[src/rtl/mult_div_issue_queue.sv]
// In-order issue queue feeding the mult/div unit: circular FIFO of operand
// entries that snoop the CDB and issue strictly from the head.
package mult_div_issue_queue_pkg;
  localparam int unsigned XLEN  = 32;
  localparam int unsigned TAG_W = 6;

  typedef struct packed {
    logic [XLEN-1:0]  rs1_data;
    logic [XLEN-1:0]  rs2_data;
    logic [TAG_W-1:0] rs1_tag;
    logic [TAG_W-1:0] rs2_tag;
    logic [TAG_W-1:0] rd_tag;
    logic             rs1_data_valid;
    logic             rs2_data_valid;
  } queue_data;
endpackage

module mult_div_issue_queue
  import mult_div_issue_queue_pkg::*;
#(
  parameter int unsigned DEPTH = 4
) (
  input  logic                     clk,
  input  logic                     rst,
  input  logic                     dispatch_en,
  input  queue_data                dispatch_data,
  output logic                     queue_full,
  input  logic                     cdb_valid,
  input  logic [TAG_W-1:0]         cdb_tag,
  input  logic [XLEN-1:0]          cdb_data,
  input  logic                     flush,
  input  logic                     fu_ready,
  output logic                     issue_valid,
  output logic [XLEN-1:0]          issue_rs1_data,
  output logic [XLEN-1:0]          issue_rs2_data,
  output logic [TAG_W-1:0]         issue_rd_tag,
  output logic [$clog2(DEPTH):0]   count
);

  localparam int unsigned PTR_W = $clog2(DEPTH);
  localparam int unsigned CNT_W = PTR_W + 1;

  queue_data          entries [DEPTH];
  logic [DEPTH-1:0]   entry_valid;
  logic [PTR_W-1:0]   head;
  logic [PTR_W-1:0]   tail;
  logic               write;
  logic               pop;
  queue_data          head_entry;

  // Operand capture for an entry being written while the CDB broadcasts.
  function automatic queue_data capture(input queue_data d, input logic cv,
                                        input logic [TAG_W-1:0] ct,
                                        input logic [XLEN-1:0] cd);
    queue_data r;
    r = d;
    if (cv && !d.rs1_data_valid && d.rs1_tag == ct) begin
      r.rs1_data       = cd;
      r.rs1_data_valid = 1'b1;
    end
    if (cv && !d.rs2_data_valid && d.rs2_tag == ct) begin
      r.rs2_data       = cd;
      r.rs2_data_valid = 1'b1;
    end
    return r;
  endfunction

  assign head_entry     = entries[head];
  assign queue_full     = (count == CNT_W'(DEPTH));
  assign issue_valid    = (count != '0) && head_entry.rs1_data_valid && head_entry.rs2_data_valid;
  assign issue_rs1_data = head_entry.rs1_data;
  assign issue_rs2_data = head_entry.rs2_data;
  assign issue_rd_tag   = head_entry.rd_tag;

  assign write = dispatch_en && !queue_full;
  assign pop   = issue_valid && fu_ready;

  // Entry payload: CDB snoop on waiting operands, then the dispatch write.
  always_ff @(posedge clk) begin
    for (int unsigned i = 0; i < DEPTH; i++) begin
      if (entry_valid[i] && cdb_valid) begin
        if (!entries[i].rs1_data_valid && entries[i].rs1_tag == cdb_tag) begin
          entries[i].rs1_data       <= cdb_data;
          entries[i].rs1_data_valid <= 1'b1;
        end
        if (!entries[i].rs2_data_valid && entries[i].rs2_tag == cdb_tag) begin
          entries[i].rs2_data       <= cdb_data;
          entries[i].rs2_data_valid <= 1'b1;
        end
      end
    end
    if (write) begin
      entries[tail] <= capture(dispatch_data, cdb_valid, cdb_tag, cdb_data);
    end
  end

  // Occupancy and pointers; reset outranks flush, flush outranks everything else.
  always_ff @(posedge clk) begin
    if (rst || flush) begin
      entry_valid <= '0;
      head        <= '0;
      tail        <= '0;
      count       <= '0;
    end else begin
      if (write) begin
        entry_valid[tail] <= 1'b1;
        tail              <= PTR_W'(tail + 1'b1);
      end
      if (pop) begin
        entry_valid[head] <= 1'b0;
        head              <= PTR_W'(head + 1'b1);
      end
      case ({write, pop})
        2'b10:   count <= CNT_W'(count + 1'b1);
        2'b01:   count <= CNT_W'(count - 1'b1);
        default: count <= count;
      endcase
    end
  end

endmodule

[config.mk]
export PLATFORM = sky130hd
export DESIGN_NAME = mult_div_issue_queue
export DESIGN_NICKNAME = d
export VERILOG_FILES = /design/src/rtl/mult_div_issue_queue.sv
export SDC_FILE = /design/constraint.sdc
export NUM_CORES = 1
export LEC_CHECK = 0
export CORE_MARGIN = 8
export CORE_UTILIZATION = 38
export CTS_CLUSTER_SIZE = 14
export DETAILED_ROUTE_END_ITERATION = 8
export HOLD_SLACK_MARGIN = 0.1
export PLACE_DENSITY = 0.66
export REMOVE_ABC_BUFFERS = 1
export SETUP_SLACK_MARGIN = 0.02
export SKIP_CTS_REPAIR_TIMING = 1
export SYNTH_ARGS = -nofsm -noshare
export SYNTH_HDL_FRONTEND = slang
export SYNTH_SLANG_ARGS = --single-unit
[constraint.sdc]
create_clock -name clk -period 8.7 [get_ports clk]
set_input_delay 0.87 -clock clk [delete_from_list [all_inputs] [get_ports clk]]
set_output_delay 0.87 -clock clk [all_outputs]
set_load 0.01 [all_outputs]
After elaboration in Yosys (flattened, before gate mapping) --
Memories as Yosys holds them, arrays and structs flattened. A register that Yosys moved wholly into a read port is not among the register bits. Index checks and enable logic that the tools add are counted. W data, S select, Z words.
Operators by class: mux-type cells 44, shifts and indexed selects 0, equal/unequal tests 13, $mul 0, div/mod/pow operators 0, magnitude comparators 4, reduce and logical (&&, ||, !) cells 36, bitwise gates (word level) 3, add/subtract/negate cells 4
Operators with widths (count):
- $mux W32 | 4
- $eq A6 B6 Y1 | 10
- $mux W1 | 32
- $logic_and A1 B1 Y1 | 22
- $mux W4 | 3
- $logic_not A1 Y1 | 11
- $lt A2 B3 Y1 const B | 2
- $pmux W3 S2 | 1
- $add A2 B1 Y2 const B | 2
- $and A4 B4 Y4 | 1
- $demux W1 S2 | 2
- $ge A2 B1 Y1 const B | 2
- $mux W2 | 2
- $not A4 Y4 | 1
- $or A4 B4 Y4 | 1
- $add A3 B1 Y3 const B | 1
- $eq A3 B3 Y1 const B | 1
- $reduce_bool A3 Y1 | 1
- $sub A3 B1 Y3 const B | 1
- $eq A2 B1 Y1 const B | 1
- $eq A2 B2 Y1 const B | 1
- $reduce_bool A2 Y1 | 1
- $logic_or A1 B1 Y1 | 1
Storage, ports and cells: flip-flop bits (word level) 11, logic and storage cells 109, RAM bits 336, memory bits (read-only) 0, memories 1, input port bits 128, bits in latches 0
Memories:
- entries | words 4, bits a word 84, rd ports 5, clocked after Yosys merged registers in 1, write ports 5, line 43 | queue_data entries [DEPTH];

Longest topological paths before layout --
Gate-level depths: netlist of run 1.
depth after elaboration 9, depth in mapped cells 9, gate-level depth less buffers 9

Worst setup path before layout of run 1 --
No wires, ideal clock.
kind input port to flip-flop, start point input port cdb_tag[1], end point memory entries[2][52] in the netlist's numbering, enable pin, arrival time 3.912 ns, stages 5, path buffers 1, slack 4.322 ns, data required time 8.234 ns, path through buf_4 > xor2_1 > nor4_1 > nand3_1 > o21ai_0
RTL lines:
- from (decl) | line 29 | input logic [TAG_W-1:0] cdb_tag,
- to (decl) | line 43

==> results.txt, run 1 <==
run status: finished clean
met2 routed WL: 20.3 mm
critical path endpoint category: output port
Starting Density: 38.4%
async set-reset flop share out of synthesis: 0%
leakage: 0.00650 uW
period utilization: 48.9%
gr usage total: 16.7%
final hold slack: 507 ps
part of the power in combinational logic: 10.3%
Data arrival, critical path: 3390 ps
Synth Cell Area: 16500 um^2
Synth area leaders: edfxtp_1 (60%), mux2_2 (17%), mux4_2 (9.8%), dfxtp_1 (2.5%), xor2_1 (2.1%)
H-tree lvl count: 2
max-cap viol count: 0
yosys synthesis warning count: 0
Clock Tree Root: clkbuf_16
I/O pins: 203
initial DRC count: 541
met1 wire length: 18.0 mm
vias in the first global route: 9840
Worst Hold Class: reg2reg
Final Wtd Congestion: 0.752
CP required: 7830 ps
clock-pin slew on the worst setup and hold paths: 50 ps
final hold vios: 0
Routed Antenna Nets: 0
Total Power: 3890 uW
buffers added on ports: 202
main flop type after synthesis: edfxtp_1
Max Clock Skew: 8.86 ps
sequential share of power: 49.5%
RSZ-0062 raised after global routing: false
sequential share of the synthesized area: 62.3%
maximum clock rate: 235 MHz
slew margin rel.: 18.7%
CP Launch Type: flop
grt ovf: 0
routed length per instance: 24.1 um
die width: 224 um
crit-path max FO: 38
CTS tree: built
first-pass GRT wire length: 63.0 mm
layout cell share with drive strength beyond 1: 36.2%
die area: 50300 um^2
clk sinks: 349
post-layout net count: 1271
Synth top area share: 59.7%
count leader, synth: edfxtp_1
DP Wirelength: 26.8 mm
Mapped Cells: 918
initial antenna violation count: 8
TritonCTS buffer count: 39
Int Pwr: 3020 uW
row cnt: 76
worst slew pin tran: 1210 ps
Detailed Route WL: 42.2 mm
Final Setup Violations: 0
PD cells: 191 nW/um^2
Slew Viols, Final: 0
Vias: 9175
Clk pwr share: 40.3%
switch share: 22.3%
EDFF count, synth: 328
Post-synth top cells: edfxtp_1 (328), mux2_2 (256), mux4_2 (72), xor2_1 (40), buf_6 (27)
DR WL met3: 2.87 mm
Worst VDD drop: 0.158 mV
Setup CP Type: reg2out
Die Ht: 224 um
Seq cells post-synth: 349
drt drc: 0
Synth cell types: 33
Fin Setup TNS: 0 ps
Area Growth Syn to Fin: 23.6%
pin count of the biggest net entering global routing: 60
NetSw: 868 uW
crit path time final: 4260 ps
drt via density: 5.24
Clock Latency Late Sink: 550 ps
top layer reached by signal wires: met5
Core ar.: 43000 um^2
Yosys top cell by area: edfxtp_1
synthesized area per cell: 18.0 um^2
CTS max path bufs: 3
DRT Pass-1 Iters: 5
cells by family (layout without fill, tap and decap cells):
| logic type | after synthesis | count (layout) | synth area share (%) |
|---|---|---|---|
| AND/OR/NAND/NOR | 62 | 62 | 2.05 |
| flip-flops | 349 | 349 | 62.3 |
| adder cells (fa/ha/maj) | 10 | 10 | 0.804 |
| XOR/XNOR | 63 | 63 | 3.34 |
| AO/OA/AOI/OAI | 45 | 45 | 1.51 |
| buffers and inverters | 61 | 306 | 2.74 |
| multiplexers | 328 | 328 | 27.3 |
| other | 0 | 2 | 0 |
area by class of cell:
class / count / area [um^2]
fill: 3740 / 22600
sequential: 349 / 10300
multi-input combinational: 508 / 5960
timing repair buffer: 222 / 2170
clock buffer: 49 / 1030
tap: 585 / 732
clock inverter: 22 / 163
inverter: 13 / 48.8
antenna: 2 / 5.00
path summary, 6_finish.rpt:
kind,to,slack (ps),from,depth (start not counted)
hold reg to reg,tail[1],510,tail[1],2
setup reg to reg,count[2],5120,flop,9
hold / removal,tail[1],510,tail[1],2
setup / recovery,issue_rs2_data[28],4440,flop,3
per-layer routing:
metal / global-route usage, % / vias up
li1: - / 4115
met5: 0 / -
met2: 27.0 / 245
met4: 5.36 / 12
met1: 21.5 / 4737
met3: 4.59 / 66
per-stage QoR:
step                utilization [%]  cell area, um^2  setup slack, ps  instances
finish                         47.4            20400             4440       1750
global route                   47.4            20400             4170       1749
CTS                            47.4            20400             4300       1748
detailed placement             44.6            19200             4780       1677
global placement               44.6            19200             4800       1677
floorplan                         -            16100             3350        870
critical path, stage by stage, from the launching register on:
cell and delay (ps):
dfxtp_4 880, buf_4 730, mux4_2 660, clkdlybuf4s50_1 520
power groups by stage:
stage | Sequential [uW] | Combinational, uW | Clock [uW]
after floorplan | 1950 | 192 | 0
after global placement | 1960 | 396 | 0
after detailed placement | 1960 | 402 | 0
after CTS | 1920 | 404 | 1600
after global routing | 1930 | 429 | 1660
final | 1920 | 399 | 1570
cell usage in the layout, fill, tap and decap left out, types with 5 or more instances in the layout:
| cell | instances |
|---|---|
| nand2_1 | 10 |
| nand4_1 | 7 |
| edfxtp_1 | 328 |
| o21ai_0 | 7 |
| dfxtp_1 | 19 |
| xor2_1 | 40 |
| o21ai_4 | 8 |
| clkinv_1 | 12 |
| mux2_2 | 256 |
| ha_1 | 9 |
| clkinv_2 | 5 |
| inv_1 | 13 |
| buf_4 | 20 |
| a21oi_4 | 8 |
| a21oi_1 | 13 |
| nor4_1 | 8 |
| mux4_2 | 72 |
| a22oi_1 | 7 |
| clkbuf_16 | 40 |
| xnor2_1 | 23 |
| nor2_1 | 15 |
| nand3_1 | 8 |
| clkdlybuf4s50_1 | 202 |
| clkbuf_1 | 9 |
sequential cells by signal (all words and copies together), names as in the netlist, named ones only:
register and cells:
head 2, entries 336, count 3, entry_valid 4, tail 2
Note: power is estimated with default switching activity, not from simulation.
==> inputs of run 2 (changes only) <==
--- a/config.mk
+++ b/config.mk
@@ -10,7 +10,7 @@
 export CTS_CLUSTER_SIZE = 14
 export DETAILED_ROUTE_END_ITERATION = 8
 export HOLD_SLACK_MARGIN = 0.1
-export PLACE_DENSITY = 0.66
+export PLACE_DENSITY = 0.68
 export REMOVE_ABC_BUFFERS = 1
 export SETUP_SLACK_MARGIN = 0.02
 export SKIP_CTS_REPAIR_TIMING = 1
==> constraint.sdc (replaced) <==
create_clock -name clk -period 3.8 [get_ports clk]
set_input_delay 0.38 -clock clk [delete_from_list [all_inputs] [get_ports clk]]
set_output_delay 0.38 -clock clk [all_outputs]
set_load 0.01 [all_outputs]
==> results.txt, run 2 (same netlist as run 1, synthesis figures left out) <==
gr usage total: 17.1% (+0.46 points)
pre-CTS setup slack: 647 ps (-4130 ps)
crit path time final: 3040 ps
filler cell count: 3694 (-1.2%)
Detailed Route WL: 43.2 mm (+2.3%)
Largest Register: entries
Worst Hold Class: in2reg
drt via density: 5.22 (-0.38%)
Worst Setup Slack, final: 757 ps (-3690 ps)
worst slew pin tran: 972 ps (-238 ps)
critical path endpoint category: output port
run status: finished clean
Routed Antenna Nets: 0 (unchanged)
max reg flops: 336 (unchanged)
final hold vios: 0 (unchanged)
buffers added on ports: 202 (unchanged)
die area: 50300 um^2 (unchanged)
max-cap viol count: 0 (unchanged)
Data arrival, critical path: 2660 ps (-730 ps)
commonest non-fill, non-tap cell in the layout: edfxtp_1
Final Setup Violations: 0 (unchanged)
slew margin rel.: 35.1% (+16 points)
first-pass GRT wire length: 64.8 mm (+2.9%)
pin count of the biggest net entering global routing: 72 (+20%)
Clock Latency Late Sink: 550 ps (about the same)
Die Ht: 224 um (unchanged)
H-tree lvl count: 2 (unchanged)
Final Wtd Congestion: 0.759 (+0.98%)
initial antenna violation count: 1 (-7)
Starting Density: 38.4% (unchanged)
period utilization: 80.1%
commonest cells after routing, fill and taps aside: edfxtp_1 (328), mux2_2 (256), clkdlybuf4s50_1 (202)
clock-pin slew on the worst setup and hold paths: 60 ps (about the same)
initial DRC count: 706 (+30%)
DRT Pass-1 Iters: 5 (unchanged)
top flop regs: entries (336), entry_valid (4), count (3)
Clock Tree Root: clkbuf_16
vias in the first global route: 10167 (+3.3%)
Worst VDD drop: 0.283 mV (+80%)
routed length per instance: 24.4 um (+1.1%)
grt ovf: 0 (unchanged)
total area of sequential cells: 10300 um^2 (unchanged)
Fin Setup TNS: 0 ps (unchanged)
footprint of the multi-input gates: 5960 um^2 (unchanged)
Total Power: 9000 uW (+130%)
row cnt: 76 (unchanged)
Slew Viols, Final: 0 (unchanged)
CTS tree: built
DP Wirelength: 28.0 mm (+4.6%)
die width: 224 um (unchanged)
Max Clock Skew: 18.4 ps (+9.58 ps)
post-layout net count: 1293 (+1.7%)
Core ar.: 43000 um^2 (unchanged)
Final Non-Filler Cells: 1770 (+1.1%)
drt drc: 0 (unchanged)
Placed Cells: 1698 (+1.3%)
leakage: 0.00665 uW (+2.3%)
Vias: 9245 (+0.76%)
RSZ-0062 raised after global routing: false
TritonCTS buffer count: 40 (+2.6%)
CP Launch Type: flop
I/O pins: 203 (unchanged)
maximum clock rate: 329 MHz
CP required: 3420 ps (-4410 ps)
CTS max path bufs: 3 (unchanged)
Area Growth Syn to Fin: 25.2%
PD cells: 436 nW/um^2 (+130%)
crit-path max FO: 71 (+87%)
layout cell share with drive strength beyond 1: 37.8% (+1.6 points)
Setup CP Type: reg2out
clk sinks: 349 (unchanged)
==> run 2: power breakdown <==
part / leakage, uW / internal (uW) / switching, uW
clock: 0.000604 / 2120 / 1540
combinational: 0.00286 / 514 / 427
sequential: 0.00319 / 4350 / 53.8
==> run 2: cell type report <==
class                   count  share of cell area (%)
clock inverters            22                   0.812
clock buffers              49                    5.11
repair buffers            243                    11.7
flip-flops and latches    349                    49.8
multi-input cells         508                    28.8
well taps                 585                    3.54
inverters                  13                   0.236
diodes                      1                  0.0121
==> run 2: through the flow <==
step / util (%) / hold slack, ps / cell area (um^2)
after CTS: 48.1 / 425 / 20700
final: 48.1 / 465 / 20700
after detailed placement: 45.2 / 494 / 19400
after floorplan: - / 469 / 16100
after global routing: 48.1 / 461 / 20700
after global placement: 45.2 / 479 / 19400
==> run 2: worst paths after layout <==
path | startpoint | end | slack, ps | cells past startpoint
worst max register to register | flop | count[2] | 850 | 8
worst min-delay path | dispatch_data[5] | entries[3][5] | 460 | 1
worst max-delay path | flop | issue_rs2_data[15] | 760 | 3
worst min register to register | tail[1] | tail[1] | 500 | 2
==> run 2: critical path: stages (launching register included) <==
cell	delay [ps]
dfxtp_4	370
buf_12	420
mux4_2	640
clkdlybuf4s50_1	520
==> run 2: routing by layer <==
metal  global-route usage [%]  part of all wire [%]
met1                     22.7                    44
met2                     28.4                    49
met3                     3.87                   5.8
met4                     4.07                   1.5
met5                        0                     0
